File: config.mk
export PLATFORM = sky130hd
export DESIGN_NAME = demux_stream
export DESIGN_NICKNAME = d
export VERILOG_FILES = /design/src/rtl/demux_stream.sv
export SDC_FILE = /design/constraint.sdc
export NUM_CORES = 1
export LEC_CHECK = 0
export BUFFER_PORTS_ARGS = -buffer_cell sky130_fd_sc_hd__buf_2
export CORE_MARGIN = 4
export CORE_UTILIZATION = 51
export DETAILED_ROUTE_END_ITERATION = 16
export PLACE_DENSITY = 0.91
export SLEW_MARGIN = 10
export SYNTH_ARGS = -nofsm -noshare
export SYNTH_HDL_FRONTEND = slang
export SYNTH_SLANG_ARGS = --single-unit
File: constraint.sdc
create_clock -name clk -period 4 [get_ports clk]
set_input_delay 0.8 -clock clk [delete_from_list [all_inputs] [get_ports clk]]
set_output_delay 0.8 -clock clk [all_outputs]
set_load 0.01 [all_outputs]
File: src/rtl/demux_stream.sv
// Registered valid/ready demux: one word per cycle to one of CHANNELS one-entry slots, optional bit reversal.
// Latency 1 cycle. in_ready drops only when the targeted slot is full and its consumer is not draining it.
module demux_stream #(
   parameter int WIDTH    = 13,
   parameter int CHANNELS = 7,
   localparam int SELW    = (CHANNELS > 1) ? $clog2(CHANNELS) : 1
) (
   input  logic                      clk,
   input  logic                      reset,
   input  logic [WIDTH-1:0]          in_data,
   input  logic [SELW-1:0]           in_sel,
   input  logic                      in_rev,
   input  logic                      in_valid,
   output logic                      in_ready,
   output logic [CHANNELS*WIDTH-1:0] out_data,
   output logic [CHANNELS-1:0]       out_valid,
   input  logic [CHANNELS-1:0]       out_ready,
   output logic [7:0]                drop_count
);

   localparam int NSLOT = 1 << SELW;
   localparam logic [SELW:0] CH_LIM = (SELW+1)'(CHANNELS);

   logic [WIDTH-1:0]    data_q [CHANNELS];
   logic [WIDTH-1:0]    data_d [CHANNELS];
   logic [CHANNELS-1:0] valid_q, valid_d;
   logic [7:0]          drop_q, drop_d;

   logic [NSLOT-1:0]    full_pad, drain_pad;
   logic                in_range, accept;
   logic [WIDTH-1:0]    rev_word, word;

   // Status vectors padded to a power of two so any select value indexes safely.
   always_comb begin
      full_pad                  = '0;
      drain_pad                 = '0;
      full_pad[CHANNELS-1:0]    = valid_q;
      drain_pad[CHANNELS-1:0]   = out_ready;
      in_range                  = {1'b0, in_sel} < CH_LIM;
      in_ready                  = !in_range || !full_pad[in_sel] || drain_pad[in_sel];
   end

   always_comb begin
      rev_word = '0;
      for (int b = 0; b < WIDTH; b++) begin
         rev_word[b] = in_data[WIDTH-1-b];
      end
      word = in_rev ? rev_word : in_data;
   end

   always_comb begin
      accept  = in_valid && in_ready;
      valid_d = valid_q & ~out_ready;
      data_d  = data_q;
      drop_d  = drop_q;
      if (accept && !in_range && drop_q != 8'hFF) begin
         drop_d = drop_q + 8'd1;
      end
      // A load overrides a same-cycle drain, giving back-to-back words with no bubble.
      for (int k = 0; k < CHANNELS; k++) begin
         if (accept && in_range && in_sel == SELW'(k)) begin
            data_d[k]  = word;
            valid_d[k] = 1'b1;
         end
      end
   end

   always_ff @(posedge clk or posedge reset) begin
      if (reset) begin
         for (int k = 0; k < CHANNELS; k++) begin
            data_q[k] <= '0;
         end
         valid_q <= '0;
         drop_q  <= '0;
      end else begin
         data_q  <= data_d;
         valid_q <= valid_d;
         drop_q  <= drop_d;
      end
   end

   always_comb begin
      out_data = '0;
      for (int k = 0; k < CHANNELS; k++) begin
         out_data[k*WIDTH +: WIDTH] = data_q[k];
      end
   end

   assign out_valid  = valid_q;
   assign drop_count = drop_q;

endmodule

# Word level (Yosys, flattened, before mapping)
# Index checks and enable logic that the tools add are counted.
[totals]
regBits = 106
out_inout_bits = 107
in_bits = 27
[classes]
n_reduce_logical = 16
n_lt_le_gt_ge = 2
n_bitwise = 2
muxes = 12
n_addsub = 1
eq_ne = 7
[op_table]
columns = ["cell", "n"]
rows = [
  ["13-bit 2-to-1 mux", 1],
  ["1-bit logical AND", 11],
  ["3-bit equality test, second input constant", 3],
  ["1-bit 2-to-1 mux", 9],
  ["8-bit by 1-bit adder with 8-bit output, second input constant", 1],
  ["8-bit inequality test, second input constant", 1],
  ["7-bit bitwise AND", 1],
  ["7-bit inverter", 1],
  ["1-bit binary-select mux with 3-bit select", 2],
  ["3-bit by 2-bit equality test with 1-bit output, second input constant", 2],
  ["3-bit by 4-bit less-than comparator with 1-bit output, second input constant", 1],
  ["3-bit by 1-bit equality test with 1-bit output, second input constant", 1],
  ["3-bit zero test", 1],
  ["3-bit less-than comparator, second input constant", 1],
  ["1-bit zero test", 2],
  ["1-bit logical OR", 2],
]

# Depth between registers and ports, before layout
[depth]
depth_word = 9
ltp_mapped = 7
mapped_depth_nobuf = 5

# Worst setup path after synthesis
# OpenSTA, ideal clock, no wires.
[synth_timing]
path_type = "in2out"
start = "input port in_sel[0]"
end = "output port in_ready"
slack_ps = 1566
t_arrival_ps = 1634
stages = 4
required_time_ps = 3200
path_buffers = 1
path_cell_list = "buf_2 mux4_2 nor2_1 a21oi_1"
[synth_between]
elab_chain_len = 5
word_cells_on_any_way = 9
[synth_rtl]
columns = ["item", "line_no", "text"]
rows = [
  ["from (decl)", "11", "input logic [SELW-1:0] in_sel,"],
  ["1-bit binary-select mux with 3-bit select", "40", "in_ready = !in_range || !full_pad[in_sel] || drain_pad[in_sel];"],
  ["1-bit 2-to-1 mux (not written as such)", "40", ""],
  ["1-bit zero test", "40", ""],
  ["1-bit logical OR", "40", ""],
  ["1-bit logical OR *", "40", ""],
  ["to (decl)", "14", "output logic in_ready,"],
]
# Mark *: on every way between the ends. The rest lies on a longest branch, timed or not. The select of a mux whose other input is x is not followed.

# Worst setup path in the final report
[layout_timing]
start = "input port out_ready[5]"
end = "output port in_ready"
[layout_between]
elab_chain_len = 3
[layout_rtl]
columns = ["item", "line_no", "text"]
rows = [
  ["from (decl)", "17", "input logic [CHANNELS-1:0] out_ready,"],
  ["1-bit binary-select mux with 3-bit select", "40", ""],
  ["1-bit 2-to-1 mux (not written as such)", "40", ""],
  ["1-bit logical OR", "40", ""],
]
# No other way between the ends. The select of a mux whose other input is x is not followed.

==> metrics <==
antenna-violating nets left=0; total setup buffers inserted after CTS=0; worst skew pair latency=0.36 ns; startpoint types=input port; commonest non-fill, non-tap cells in the layout=buf_2 (133), dfrtp_1 (106), nand2_1 (63); total grt overflow=0; Max transition margin=around two fifths; status=completed; CTS root buf=clkbuf_8; GPL Wtd Cong=0.9202; Switching Share=33.59%; post-CTS sizing=0; Routed WL=about 10 mm; Syn Area/Cell=11.30 um2; clock sink total=106; Final nets=534; Syn-to-layout area delta=20.36%; Max-cap violations=0; Core ar.=a little over 8000 um2; Lkg Pwr=approximately 2.6 nW; commonest non-fill, non-tap cell in the layout=buf_2; first-pass GRT wire length=roughly 17 mm; Sum Neg Setup Slack=0 ns; die area=9904 um2; Worst Skew=0.01305 ns; Pwr Total=2.728 mW; DR pass1 iterations=4; initial antenna violation count=0; Ys Warns=0; total track usage=around 22%; Vias=3,272; Worst Hold Class=flop to flop; Max IR drop VDD=roughly 330 uV; wire per inst=16.64 um; fill count=680; n_diodes=0; fmax=378.0 MHz; unrepaired setup endpoints after global routing=no; proportion of layout cells with a drive suffix above 1=38.75%; largest fanout on the critical path=3; port bufs=133; IO Pins=134; cell row count=33; Yosys cell types=36; Hold Vio Cnt, Final=0; largest net degree at the start of global routing=between 60 and 70; register bit count reported by yosys=106; CP endpoint kind=output port; CTS H-tree depth=3; CTS tree=yes; P_int=roughly 1.8 mW; hold bufs inserted after CTS=0; CTS max path bufs=2; initial core utilization=52.25%; final setup fails=0; Req. time, crit path=3.20 ns; Clk pwr share=23.5%; vias per inst=about 5.3; syn nets=406; TritonCTS Buffers=9; Final Cycle Share=66.13%; initial DRC count=between 100 and 150; pwr dens=roughly 530 nW/um2; Switch Pwr=around 0.92 mW; WP data arrival=1.85 ns; detailed placement HPWL=7.502 mm; Synth Cell Area=about 4300 um2; clock-pin slew on the worst setup and hold paths=roughly 0.1 ns; DRC=0; post-synthesis sequential area ratio=62.10%; worst-margin pin slew=between 0.8 and 0.9 ns; Seq pwr share=between 50 and 60%; Combinational Power Share=24.4%; fin. max-slew vios=0; Critical Setup Path Class=input port to output port; post-synthesis cell count=378; Tmin final=2.645 ns; die width=99.52 um; vias in the first global route=3,282; die height=99.52 um
-- cell families after synthesis --
logic type	after synthesis	synth area share [%]
buffers and inverters	24	3.837
AO/OA/AOI/OAI	89	12.10
adder cells (fa/ha/maj)	1	0.2929
flip-flops	106	62.10
multiplexers	25	6.561
AND/OR/NAND/NOR	130	14.50
XOR/XNOR	3	0.6152
-- layer usage --
metal | vias up | track usage (%) | routed length, um
met5 | - | 0 | 0
met4 | 0 | 6.723 | 143
met3 | 15 | 5.820 | 842
met2 | 121 | 34.92 | 5035
met1 | 1608 | 28.64 | 4232
li1 | 1528 | - | -
-- final timing paths --
check / from / to / slack [ns] / depth (start not counted)
hold / removal: out_data[61] / out_data[61] / 0.48 / 2
hold reg to reg: out_data[61] / out_data[61] / 0.48 / 2
setup reg to reg: out_valid[6] / out_data[84] / 2.23 / 3
min in group asynchronous: reset / drop_count[2] / 0.57 / 2
setup / recovery: out_ready[5] / in_ready / 1.35 / 6
max in group asynchronous: reset / out_data[57] / 2.61 / 3
-- through the flow --
| step | utilization (%) | hold slack, ns | instances | instance area [um2] | setup slack (ns) |
|---|---|---|---|---|---|
| global route | 62.89 | 0.5178 | 616 | 5141 | 1.298 |
| detailed placement | 60.53 | 0.4652 | 600 | 4949 | 1.367 |
| floorplan | - | 0.5129 | 378 | 4272 | 0.4111 |
| CTS | 62.89 | 0.4889 | 616 | 5141 | 1.365 |
| finish | 62.89 | 0.4819 | 616 | 5141 | 1.355 |
| global placement | 60.53 | 0.4571 | 600 | 4949 | 1.401 |
-- power by group through the flow --
| stage | logic [mW] | clock network (mW) | registers, mW |
|---|---|---|---|
| after global placement | 0.653 | 0 | 1.43 |
| after CTS | 0.677 | 0.655 | 1.42 |
| final | 0.665 | 0.641 | 1.42 |
| after detailed placement | 0.678 | 0 | 1.44 |
| after global routing | 0.740 | 0.702 | 1.45 |
| after floorplan | 0.254 | 0 | 1.53 |
-- worst max-delay path: stages --
cell      delay, ns
buf_2          0.09
nand2b_1       0.18
mux4_2         0.48
nor2_1         0.10
a21oi_1        0.04
buf_2          0.14
-- synthesized netlist by cell type, drive strengths merged --
cell type  count  share of area (%)
a21oi         38                6.0
mux2          11                3.0
ha             1               0.29
nor2b          2               0.47
xnor2          2               0.41
nand4          3               0.73
nand2         64                5.7
or3            1               0.26
and2b          1               0.18
mux2i         13                3.0
xor2           1               0.21
inv            5               0.44
nor2          42                4.1
and4           4               0.94
buf           13                2.9
o21ai         49                5.7
dfrtp        106                 62
nand2b         9                1.3
clkbuf         6               0.53
o22ai          1               0.15
nand3          4               0.82
mux4           1               0.53
o211ai         1               0.18
-- layout make-up --
| type | count | area, um2 | share of cell area, % |
|---|---|---|---|
| Sequential cell | 106 | 2653 | 51.59 |
| Tap cell | 105 | 131.4 | 2.555 |
| Timing Repair Buffer | 136 | 688.2 | 13.39 |
| Multi-Input combinational cell | 248 | 1455 | 28.30 |
| Inverter | 5 | 21.27 | 0.4137 |
| Clock buffer | 9 | 123.9 | 2.409 |
| Clock inverter | 7 | 68.82 | 1.339 |
-- sequential cells by signal, indices dropped and copies added (netlist names) --
name,count
out_valid,7
out_data,91
drop_count,8
No activity file was read; power rests on OpenSTA's default activity.
